==> src/rtl/dma_pkg.sv <==
// Shared definitions for the DMA read/write masters: FSM states and AXI encodings.
package dma_pkg;

  typedef enum logic [2:0] {
    ST_IDLE,
    ST_CALC,
    ST_ADDR,
    ST_DATA,
    ST_DONE
  } dma_state_t;

  localparam logic [1:0] AXI_BURST_INCR = 2'b01;
  localparam logic [2:0] AXI_SIZE_4B    = 3'b010;
  localparam logic [1:0] AXI_RESP_OKAY  = 2'b00;
  localparam int         AXI_4KB        = 4096;

  // Beat counts span 1..1024 before clamping to the burst cap.
  localparam int BEAT_W = 11;

endpackage

==> src/rtl/dma_burst_calc.sv <==
// Burst sizing: min(remaining words, C_MAX_BURST, words left before the next 4 KB boundary).
module dma_burst_calc
  import dma_pkg::*;
#(
  parameter int C_MAX_BURST = 16
) (
  input  logic [29:0]       words_left,
  input  logic [9:0]        addr_word,
  output logic [BEAT_W-1:0] beats
);

  logic [BEAT_W-1:0] to_bound;
  logic [BEAT_W-1:0] lim;

  always_comb begin
    to_bound = BEAT_W'(AXI_4KB / 4) - {1'b0, addr_word};
    lim      = (to_bound < BEAT_W'(C_MAX_BURST)) ? to_bound : BEAT_W'(C_MAX_BURST);
    beats    = (words_left < 30'(lim)) ? BEAT_W'(words_left) : lim;
  end

endmodule

==> src/rtl/axi_read_master.sv <==
// AXI4 read-burst engine: fetches a byte range one INCR burst at a time into the DMA data FIFO.
//
// state | meaning
// IDLE  | waiting for i_start
// CALC  | size next burst, wait until the FIFO can hold all of it
// ADDR  | AR presented, waiting for arready
// DATA  | accepting beats, pushing each one into the FIFO
// DONE  | one-cycle completion pulse
module axi_read_master
  import dma_pkg::*;
#(
  parameter int C_M_AXI_ADDR_WIDTH = 32,
  parameter int C_M_AXI_DATA_WIDTH = 32,
  parameter int C_MAX_BURST        = 16,
  parameter int C_FIFO_CNT_WIDTH   = 15
) (
  input  logic                          clk,
  input  logic                          reset_n,
  input  logic                          i_start,
  input  logic [C_M_AXI_ADDR_WIDTH-1:0] i_src_addr,
  input  logic [31:0]                   i_total_len,
  output logic                          o_read_done,
  output logic                          o_read_error,
  input  logic [C_FIFO_CNT_WIDTH-1:0]   i_fifo_free,
  output logic                          o_fifo_wr_en,
  output logic [C_M_AXI_DATA_WIDTH-1:0] o_fifo_wr_data,
  output logic [C_M_AXI_ADDR_WIDTH-1:0] m_axi_araddr,
  output logic [7:0]                    m_axi_arlen,
  output logic [2:0]                    m_axi_arsize,
  output logic [1:0]                    m_axi_arburst,
  output logic                          m_axi_arvalid,
  input  logic                          m_axi_arready,
  input  logic [C_M_AXI_DATA_WIDTH-1:0] m_axi_rdata,
  input  logic [1:0]                    m_axi_rresp,
  input  logic                          m_axi_rlast,
  input  logic                          m_axi_rvalid,
  output logic                          m_axi_rready
);

  dma_state_t                  state;
  logic [C_M_AXI_ADDR_WIDTH-1:0] addr;
  logic [29:0]                 words_left;
  logic [BEAT_W-1:0]           beats_q;
  logic [BEAT_W-1:0]           beat_cnt;
  logic [BEAT_W-1:0]           calc_beats;
  logic                        beat;

  dma_burst_calc #(
    .C_MAX_BURST(C_MAX_BURST)
  ) u_burst_calc (
    .words_left(words_left),
    .addr_word (addr[11:2]),
    .beats     (calc_beats)
  );

  // No backpressure inside a burst: space was reserved before the AR went out.
  assign beat           = (state == ST_DATA) && m_axi_rvalid && m_axi_rready;
  assign o_fifo_wr_en   = beat;
  assign o_fifo_wr_data = beat ? m_axi_rdata : '0;

  always_ff @(posedge clk or negedge reset_n) begin
    if (!reset_n) begin
      state         <= ST_IDLE;
      addr          <= '0;
      words_left    <= '0;
      beats_q       <= '0;
      beat_cnt      <= '0;
      o_read_done   <= 1'b0;
      o_read_error  <= 1'b0;
      m_axi_araddr  <= '0;
      m_axi_arlen   <= '0;
      m_axi_arsize  <= '0;
      m_axi_arburst <= '0;
      m_axi_arvalid <= 1'b0;
      m_axi_rready  <= 1'b0;
    end else begin
      o_read_done <= 1'b0;
      case (state)
        ST_IDLE: begin
          if (i_start) begin
            addr         <= i_src_addr & ~(C_M_AXI_ADDR_WIDTH'(3));
            words_left   <= 30'(i_total_len >> 2);
            o_read_error <= 1'b0;
            if ((i_total_len >> 2) == '0) begin
              state       <= ST_DONE;
              o_read_done <= 1'b1;
            end else begin
              state <= ST_CALC;
            end
          end
        end
        ST_CALC: begin
          beats_q <= calc_beats;
          if (32'(i_fifo_free) >= 32'(calc_beats)) begin
            m_axi_arvalid <= 1'b1;
            m_axi_araddr  <= addr;
            m_axi_arlen   <= 8'(calc_beats - BEAT_W'(1));
            m_axi_arsize  <= AXI_SIZE_4B;
            m_axi_arburst <= AXI_BURST_INCR;
            state         <= ST_ADDR;
          end
        end
        ST_ADDR: begin
          if (m_axi_arready) begin
            m_axi_arvalid <= 1'b0;
            m_axi_rready  <= 1'b1;
            beat_cnt      <= '0;
            state         <= ST_DATA;
          end
        end
        ST_DATA: begin
          if (beat) begin
            beat_cnt <= beat_cnt + BEAT_W'(1);
            if (m_axi_rresp != AXI_RESP_OKAY) o_read_error <= 1'b1;
            if (m_axi_rlast) begin
              // Bookkeeping advances by the requested burst even if rlast came early.
              if (beat_cnt + BEAT_W'(1) != beats_q) o_read_error <= 1'b1;
              m_axi_rready <= 1'b0;
              addr         <= addr + C_M_AXI_ADDR_WIDTH'({beats_q, 2'b00});
              words_left   <= words_left - 30'(beats_q);
              if (words_left == 30'(beats_q)) begin
                state       <= ST_DONE;
                o_read_done <= 1'b1;
              end else begin
                state <= ST_CALC;
              end
            end
          end
        end
        ST_DONE: state <= ST_IDLE;
        default: state <= ST_IDLE;
      endcase
    end
  end

endmodule

==> config.mk <==
export PLATFORM = sky130hd
export DESIGN_NAME = axi_read_master
export DESIGN_NICKNAME = d
export VERILOG_FILES = /design/src/rtl/dma_pkg.sv /design/src/rtl/dma_burst_calc.sv /design/src/rtl/axi_read_master.sv
export SDC_FILE = /design/constraint.sdc
export NUM_CORES = 1
export LEC_CHECK = 0
export CORE_ASPECT_RATIO = 0.5
export CORE_UTILIZATION = 40
export DETAILED_ROUTE_END_ITERATION = 12
export PLACE_DENSITY = 0.7
export SETUP_SLACK_MARGIN = 0.4
export SLEW_MARGIN = 5
export SYNTH_ARGS = -nofsm -noshare
export SYNTH_HDL_FRONTEND = slang
export SYNTH_SLANG_ARGS = --single-unit
export TNS_END_PERCENT = 10
==> constraint.sdc <==
create_clock -name clk -period 8.2 [get_ports clk]
set_input_delay 0.82 -clock clk [delete_from_list [all_inputs] [get_ports clk]]
set_output_delay 0.82 -clock clk [all_outputs]
set_load 0.01 [all_outputs]
==> results.md, run 1 <==
* Status: finished, final reports clean
* Cts-stage hold buffer count at 0
* Xor-xnor portion of the synthesized cell area at around 3.7%
* FILL cells at 1862
* GPL Wtd Cong at ~0.92
* Clk network pwr share at 24.4%
* Initial core utilization at 41.37%
* Synth Area in Simple Gates at between 20% and 30%
* Cell mode on critical path: ha_1
* Post-Route Setup TNS at 0 ps
* Final HPWL DP at about 18 mm
* Worst-path clk slew at ~60 ps
* Port bufs at between 150 and 200
* FP Rows at 37
* Synthesized flop and latch total at ~130
* Synth Area per Inst at between 8 and 9 um^2
* PwrDens at approximately 280 mW/mm^2
* Post-synth EDFFs at 0
* CP startpoint: addr[3]
* Die Width at about 210 um
* RSZ-0062 raised after global routing: no
* Initial antenna violation count at 0
* Ant diodes at 0
* 1st-pass router iterations at 6
* Post-Synthesis Cells at ~970
* Depth of the worst register-to-register path at 22
* PnR worst setup slack at roughly 1500 ps
* Peak VDD IR at approximately 200 uV
* Max-cap violations at 0
* Slowest stage delay, CP at between 700 and 800 ps
* DIE AREA at approximately 0.022 mm^2
* Reg2reg end: m_axi_araddr[14]
* Area of the multi-input gates at 0.004990 mm^2
* Fraction of layout cells with a size suffix above 1 at under 10%
* NumNets Final at about 1300
* PnR Total Power at ~3200 uW
* Worst hold path class: primary input to async pin
* All-Layer GR Usage at a little under a quarter
* Min Tclk post-route at between 6000 and 7000 ps
* WL per Instance at about 18 um
* Largest area contributor in the netlist: dfrtp_1
* Unique masters post-synth at 74
* Final Max Slew Viols at 0
* Clock Path Buffers at 2
* DRT Wirelength at ~25 mm
* Worst Skew at 11.91 ps
* Post-route ant nets at 0
* Vias per cell at ~5.6
* DRC at 0
* CTS H-tree depth at 4
* P&R area growth vs syn at 30.54%
* Reg2Reg Launch Point: addr[3]
* Buf/Inv on CP at 2
* Core area at roughly 0.021 mm^2
* Static leakage at 0.004786 uW
* Number of CTS-inserted buffers at 17
* Synth area leaders: dfrtp_1, ha_1, mux2_4
* R2R setup slack at 1470 ps
* Worst setup EP type: flop
* Seq/Total Area, Yosys at 37.25%
* First-pass GRT wire length at approximately 41 mm
* Vias at ~8000
* Crit start category: flop
* # Post-CTS Setup Buffers at 0
* Largest net degree at the start of global routing at 82
* Sequential share of power at around a third
* Final period util at between 80% and 90%
* IO Count at around 200
* Worst-margin pin slew at about 1100 ps
* Crit-path max FO at 29
* Largest family of logic cells by synthesized area: compound AO/OA/AOI/OAI gates
* Max_slew headroom at 26.55%
* Post-synthesis mux area share at under 10%
* Top-area cell type share of the netlist area at 37.25%
* Critical Path RT at approximately 8500 ps
* Post-synthesis compound-gate area fraction at about a fifth
* Mapped Area at about 0.0086 mm^2
* Non-filler cells, final at between 1000 and 1500
* Dominant synthesized flop cell: dfrtp_1
* CTS Sinks at between 100 and 150
* Crit path depth at 22
* Pint at ~2000 uW
* CP delay by family, top: simple AND/OR/NAND/NOR gates
* Combinational share of power at 42.8%
* Clock Latency Late Sink at 430 ps
* Ys async rst share at 100.0%
* YS warnings at 0
* Worst Setup EP: m_axi_araddr[14]
* Crit path kind: flop to flop
* Pre-CTS WS at approximately 1500 ps
* FF+latch area at around 0.0032 mm^2
* Post-CTS resize count at 0
* CTS root buf: clkbuf_16
* Die span in y at approximately 110 um
* Vias in the first global route at approximately 7800
* Sw Pwr at between 1000 and 1500 uW
* Post-placement cell count at around 1400
* Final hold vios at 0
* Max Fclk at approximately 0.15 GHz
* Data arrival time of the critical path at 7050 ps
* CP max-delay cell: or2_2
* Adder-cell share of the synthesized area at 6.694%
* Gr ovfl total at 0
* Starting DRC count in detailed routing at about 560
* Sw Ratio at 38.34%
* Final setup fails at 0
* Crit path cell chain: inv_1 -> ha_1 -> nor3b_1 -> mux2i_1 -> and2_0 -> nand2_1 -> ha_1 -> a21o_1 -> a31o_2 -> o221a_2 -> nor2_1 -> nand2_1 -> ha_1 -> a21oi_1 -> nor2b_1 -> o21ai_0 -> nand4b_1 -> a211oi_1 -> a21o_2 -> or2_2 -> buf_4 -> mux2_4
* TritonCTS clock tree: built
-- how the worst min path moves through the flow --
stage	start	end
after floorplan	addr[31]	addr[31]
after global placement	m_axi_arsize[1]	m_axi_arsize[1]
after detailed placement	m_axi_arsize[1]	m_axi_arsize[1]
after CTS	reset_n	words_left[17]
after global routing	addr[31]	addr[31]
final	reset_n	words_left[17]
-- power by group through the flow --
stage	clock, uW	combinational [uW]	sequential, uW
2_1_floorplan	0	903	990
3_3_place_gp	0	1310	1030
3_5_place_dp	0	1350	1030
4_1_cts	783	1360	1030
5_1_grt	810	1520	1060
6_report	773	1360	1040
-- worst register-to-register path, cell delays in order, from the launching register on --
cell and delay [ps]:
dfrtp_1 420, inv_1 160, ha_1 220, nor3b_1 370
mux2i_1 270, and2_0 370, nand2_1 200, ha_1 330
a21o_1 160, a31o_2 220, o221a_2 260, nor2_1 600
nand2_1 210, ha_1 330, a21oi_1 140, nor2b_1 60
o21ai_0 160, nand4b_1 160, a211oi_1 220, a21o_2 240
or2_2 730, buf_4 440, mux2_4 340
-- synthesized netlist by cell type (15+ instances only) --
master	count
dfrtp_1	128
and3_1	16
a21oi_1	74
nand3_1	32
inv_1	38
mux2_4	31
and2_1	36
a21o_1	15
nor4_1	16
nor2_1	71
ha_1	42
nand2_1	84
clkbuf_1	44
xnor2_1	30
o21ai_0	78
nor3_1	29
-- sequential cells by signal, indices dropped and copies added, names as in the netlist --
signal / cells
addr: 30
beat_cnt: 11
beats_q: 11
m_axi_araddr: 30
m_axi_arlen: 8
m_axi_arsize: 1
m_axi_arvalid: 1
m_axi_rready: 1
o_read_done: 1
o_read_error: 1
state: 3
words_left: 30
-- cell usage in the layout, fill, tap and decap left out, types with 5 or more instances in the layout --
master	count
nand2_1	83
xor2_1	6
or3_1	5
a21oi_1	74
nor3_1	29
a22oi_1	5
or2_2	6
o22a_1	6
nor2b_1	11
mux2_4	31
nand3_1	32
o21ai_0	78
and2_1	36
buf_4	7
a21o_1	15
conb_1	11
dfrtp_1	128
and3_1	16
o2bb2ai_1	6
nor2_1	70
xnor2_1	30
nand2b_1	8
clkdlybuf4s50_1	190
inv_1	38
clkbuf_16	17
a2bb2oi_1	5
ha_1	42
nand4_1	11
a31oi_1	10
o31ai_1	10
o22ai_1	13
nor4_1	16
a31o_2	5
a211oi_1	13
-- per-stage QoR --
stage	utilization (%)	area [um^2]	hold slack, ps
finish	54.00	11220	477.2
global route	54.00	11220	519.8
CTS	54.00	11220	509.6
detailed placement	51.15	10630	492.8
global placement	51.15	10630	477.3
floorplan	-	8632	458.2
-- metal layers --
layer  up-vias  share of wire (%)  wire, um  global-route usage, %
met5         -                  0         0                      0
met2       232                 46     11700                  38.48
met1      3883                 46     11700                  31.26
met4         0                1.6       400                  7.143
met3        37                5.6      1413                  4.619
li1       3823                  -         -                      -
-- cell type report --
class	count	area share, %
Timing Repair Buffer	197	17.41
Tap cell	273	3.043
Multi-Input combinational cell	754	44.45
Inverter	38	1.271
Sequential cell	128	28.54
Clock inverter	14	1.494
Clock buffer	17	3.790
-- kinds of logic after synthesis --
group | after synthesis
simple gates | 343
compound gates | 282
flops | 128
buf+inv | 95
fa+ha+maj | 45
mux | 37
xor+xnor | 36
other cells | 2
(Power assumes the default switching activity.)
==> run 2, diff against run 1 <==
==> constraint.sdc (replaced) <==
create_clock -name clk -period 6.4 [get_ports clk]
set_input_delay 0.64 -clock clk [delete_from_list [all_inputs] [get_ports clk]]
set_output_delay 0.64 -clock clk [all_outputs]
set_load 0.01 [all_outputs]
==> results.md, run 2 (synthesis results as in run 1) <==
* Status: finished, final reports clean
* FP Rows at 37
* Port bufs at roughly 190
* Worst hold path class: primary input to async pin
* Die span in y at 105.7 um
* Cell mode on critical path: ha_1
* IO Count at between 200 and 250
* Vias per cell at 5.641
* Area of the multi-input gates at between 0.004 and 0.005 mm^2
* Biggest regs: addr x30, m_axi_araddr x30, words_left x30
* CP max-delay cell: dfrtp_1
* Util after Layout at 54.28%
* NumNets Final at between 1000 and 1500
* Starting DRC count in detailed routing at 507
* Commonest non-fill, non-tap cell in the layout: clkdlybuf4s50_1
* FILL cells at around 1800
* Non-filler cells, final at 1425
* Number of CTS-inserted buffers at 17
* DRC at 0
* Post-placement cell count at around 1400
* Max_slew headroom at 27.67%
* GPL Wtd Cong at between 0.9 and 1
* Ant diodes at 0
* CP startpoint: addr[2]
* Gr ovfl total at 0
* DIE AREA at approximately 0.022 mm^2
* CTS root buf: clkbuf_16
* Worst-path clk slew at 60 ps
* Data arrival time of the critical path at just under 6000 ps
* Design area at around 0.011 mm^2
* Clock Path Buffers at 2
* Crit path kind: flop to flop
* Final HPWL DP at about 18 mm
* Most frequent cells in the layout: clkdlybuf4s50_1, dfrtp_1, nand2_1
* Vias in the first global route at around 8000
* Static leakage at around 0.0048 uW
* FF+latch area at ~0.0032 mm^2
* Core area at around 0.021 mm^2
* Clock Latency Late Sink at around 430 ps
* PwrDens at approximately 360 mW/mm^2
* Critical Path RT at around 6700 ps
* Initial core utilization at roughly 41%
* Reg2Reg Launch Point: addr[2]
* First-pass GRT wire length at 41.18 mm
* Worst setup EP type: flop
* Die Width at about 210 um
* All-Layer GR Usage at 23.51%
* Final hold vios at 0
* CTS H-tree depth at 4
* Min Tclk post-route at 5611 ps
* Vias at 8039
* Peak VDD IR at 190.8 uV
* 1st-pass router iterations at 7
* Final setup fails at 0
* Fraction of layout cells with a size suffix above 1 at ~8.6%
* Slowest stage delay, CP at about 450 ps
* Initial antenna violation count at 0
* Worst Skew at between 10 and 15 ps
* Crit-path max FO at 32
* TritonCTS clock tree: built
* Final period util at approximately 88%
* CTS Sinks at ~130
* Final Max Slew Viols at 0
* Largest net degree at the start of global routing at 67
* Post-route ant nets at 0
* Max Fclk at approximately 0.18 GHz
* DRT Wirelength at 25.34 mm
* RSZ-0062 raised after global routing: no
* Post-Route Setup TNS at 0 ps
* P&R area growth vs syn at 31.21%
* Crit start category: flop
* Cell area after placement at roughly 0.011 mm^2
* Max-cap violations at 0
* Cts-stage hold buffer count at 0
* Crit path cell chain: inv_1 -> ha_1 -> nor3b_2 -> mux2i_1 -> and2_0 -> nand2_1 -> ha_1 -> a21o_1 -> a31o_2 -> o221a_2 -> nor2_1 -> buf_4 -> nand2_1 -> ha_1 -> a21oi_1 -> nor2b_1 -> o21ai_0 -> nand4b_1 -> a211oi_1 -> a21o_2 -> or2_4 -> buf_12 -> mux2_2
* WL per Instance at about 18 um
* Worst-margin pin slew at around 1100 ps
run 2: stage by stage:
stage | setup slack [ps] | total power, uW | hold WS (ps)
floorplan | 1210 | 2426 | 344.4
global placement | 819.2 | 3009 | 474.2
detailed placement | 677.6 | 3057 | 480.7
CTS | 666.2 | 4087 | 349.5
global route | 461.1 | 4374 | 374.5
finish | 788.7 | 4087 | 322.4
run 2: report_power, final:
part / leakage [uW] / internal, uW / total, uW / switching [uW]
clock network: 0.000287 / 617 / 1020 / 399
registers: 0.00163 / 1030 / 1330 / 294
logic: 0.00290 / 860 / 1740 / 882
run 2: what timing repair did:
action / 4_1_cts / 5_1_grt
gates resized for setup: 0 / 2
setup endpoints to repair: 0 / 27
setup buffers: 0 / 0
endpoints found under the hold margin: 0 / 0
run 2: layout make-up:
class	count	area share, %
Clock buffer	17	3.771
Clock inverter	15	1.619
Inverter	38	1.264
Multi-Input combinational cell	754	44.29
Sequential cell	128	28.39
Tap cell	273	3.028
Timing Repair Buffer	200	17.63
run 2: routing by layer:
layer,routed length [um],global-route usage (%),vias up,part of all wire (%)
met1,11900,31.73,3891,47
met4,470,7.405,0,1.9
met2,11640,38.31,273,46
met5,0,0,-,0
li1,-,-,3833,-
met3,1326,4.172,42,5.2
run 2: worst paths after layout:
path	end	slack (ps)	cells after the start
setup / recovery	m_axi_araddr[12]	790	23
hold / removal	addr[13]	320	1
setup reg to reg	m_axi_araddr[12]	790	23
hold reg to reg	m_axi_arsize[1]	490	1
max in group asynchronous	beat_cnt[0]	4700	2
min in group clk	m_axi_arsize[1]	490	1
run 2: worst max-delay path: cells and delay by family, from the launching register on:
family / cells / cell delay (ps)
AO/OA/AOI/OAI: 7 / 1480
adder cells (fa/ha/maj): 3 / 780
buffers and inverters: 3 / 630
flip-flops: 1 / 450
multiplexers: 2 / 620
AND/OR/NAND/NOR: 8 / 1510
==> run 3, diff against run 2 <==
--- a/config.mk
+++ b/config.mk
@@ -7,7 +7,10 @@
 export LEC_CHECK = 0
 export CORE_ASPECT_RATIO = 0.5
 export CORE_UTILIZATION = 40
+export CTS_BUF_LIST = sky130_fd_sc_hd__clkbuf_4
 export DETAILED_ROUTE_END_ITERATION = 12
+export HOLD_SLACK_MARGIN = 0.15
+export MAX_ROUTING_LAYER = met4
 export PLACE_DENSITY = 0.7
 export SETUP_SLACK_MARGIN = 0.4
 export SLEW_MARGIN = 5
==> results.md, run 3 (synthesis results as in run 1) <==
* GPL Wtd Cong at 0.9129
* P&R area growth vs syn at 28.06%
* DIE AREA at roughly 0.022 mm^2
* Crit path cell chain: inv_1 -> ha_1 -> nor3b_2 -> mux2i_1 -> and2_1 -> nand2_1 -> ha_1 -> a21o_1 -> a31o_2 -> o221a_2 -> or2_2 -> and3_1 -> a21oi_1 -> inv_1 -> ha_1 -> nand2b_1 -> a21oi_1 -> o21ai_1 -> o2111ai_1 -> a21o_2 -> or2_2 -> buf_12 -> mux2_2
* Worst setup EP type: flop
* RSZ-0062 raised after global routing: no
* 1st-pass router iterations at 5
* Final period util at slightly below 90%
* Depth of the worst register-to-register path at 23
* Port bufs at between 150 and 200
* Vias at between 8000 and 9000
* Final HPWL DP at ~18 mm
* All-Layer GR Usage at a little under a quarter
* CTS Sinks at between 100 and 150
* CP max-delay cell: dfrtp_1
* Vias per cell at 5.626
* DRC at 0
* Worst hold slack at approximately 500 ps
* FILL cells at 1900
* Biggest regs: addr x30, m_axi_araddr x30, words_left x30
* Clock Latency Late Sink at ~550 ps
* TritonCTS clock tree: built
* Post-Route Setup TNS at 0 ps
* Gr ovfl total at 0
* Worst Skew at between 20 and 25 ps
* Worst-path clk slew at approximately 120 ps
* Met3 usage at under 10%
* Max_slew headroom at about a quarter
* Layer with the highest usage: met2
* Post-route ant nets at 0
* Initial core utilization at between 40 and 50%
* Max-cap violations at 0
* Final hold vios at 0
* Data arrival time of the critical path at ~6000 ps
* Clock Path Buffers at 2
* PwrDens at roughly 340 mW/mm^2
* CTS H-tree depth at 4
* Commonest non-fill, non-tap cell in the layout: clkdlybuf4s50_1
* Worst Hold Path Cells at 1
* Largest net degree at the start of global routing at 74
* Fraction of layout cells with a size suffix above 1 at about 8.7%
* Crit path kind: flop to flop
* Cell mode on critical path: ha_1
* WL per Instance at roughly 18 um
* CTS root buf: clkbuf_4
* Die Width at around 210 um
* Crit start category: flop
* First-pass GRT wire length at roughly 40 mm
* Final Max Slew Viols at 0
* Core area at 0.02079 mm^2
* Critical Path RT at approximately 6800 ps
* Crit-path max FO at 32
* Static leakage at about 0.0047 uW
* Worst-margin pin slew at roughly 1100 ps
* Reg2reg end: m_axi_araddr[12]
* Vias in the first global route at 7665
* DRT Wirelength at around 25 mm
* Met2 Use GR at 37.60%
* Hold Crit Start: m_axi_arsize[1]
* IO Count at between 200 and 250
* Starting DRC count in detailed routing at 510
* Number of CTS-inserted buffers at 17
* Max Fclk at between 0.15 and 0.2 GHz
* Met1 Track Usage GR at a little under a third
* Peak VDD IR at between 150 and 200 uV
* Slowest stage delay, CP at between 400 and 500 ps
* FP Rows at 37
* NumNets Final at 1303
* Worst hold path class: flop to flop
* Final setup fails at 0
* R2R setup slack at between 800 and 900 ps
* Die span in y at 105.7 um
* # Post-CTS Setup Buffers at 0
* Status: finished, final reports clean
* WHS Endpoint: m_axi_arsize[1]
* Reg2Reg Launch Point: addr[2]
* Initial antenna violation count at 1
* Min Tclk post-route at roughly 5600 ps
* Most frequent cells in the layout: clkdlybuf4s50_1, dfrtp_1, nand2_1
[run 3: per-stage QoR]
step	std cells	worst slack, ps	power [uW]	area [um^2]	utilization [%]
3_5_place_dp	1393	674.4	3059	10670	51.32
3_3_place_gp	1393	764.4	3013	10670	51.32
2_1_floorplan	977	1210	2426	8632	-
6_report	1427	821.0	3714	11010	52.97
5_1_grt	1427	420.4	3991	11010	52.97
4_1_cts	1426	631.8	3718	11000	52.92
[run 3: how the worst max path moves through the flow]
stage	startpoint	endpoint	slack (ps)	cells after the start
global placement	addr[3]	m_axi_araddr[12]	760	23
detailed placement	addr[2]	m_axi_araddr[12]	670	23
finish	addr[2]	m_axi_araddr[12]	820	23
global route	addr[3]	m_axi_araddr[12]	420	23
floorplan	addr[3]	m_axi_araddr[10]	1210	26
CTS	addr[3]	m_axi_araddr[12]	630	23
[run 3: layer usage]
layer	up-vias	routed length, um
met5	-	0
met4	0	330
met3	26	1473
met2	279	11720
met1	3890	11720
li1	3833	-
[run 3: report_power, final]
group	switching, uW	internal (uW)	leakage [uW]
clock network	335	314	0.000169
logic	881	860	0.00290
registers	292	1030	0.00163
total	1510	2210	0.00470
[run 3: layout make-up]
cell class              instances  area (um^2)  share of cell area, %
diodes                          1        2.502                0.02273
clock buffers                  18        135.1                  1.227
clock inverters                14        188.9                  1.716
inverters                      38        142.6                  1.295
multi-input cells             754         4997                  45.39
flip-flops and latches        128         3203                  29.09
well taps                     273        341.6                  3.102
repair buffers                201         1999                  18.16
[run 3: worst max-delay path, delay by kind of cell (launching register included)]
family          cells  cell delay (ps)
fa+ha+maj           3              790
simple gates        7             1610
flops               1              470
compound gates      8             1480
buf+inv             3              450
mux                 2              630
[run 3: what timing repair did]
item	4_1_cts	5_1_grt
gates resized for setup	0	3
endpoints found under the setup margin	0	41
hold buffers	1	0
hold endpoints to repair	40	0
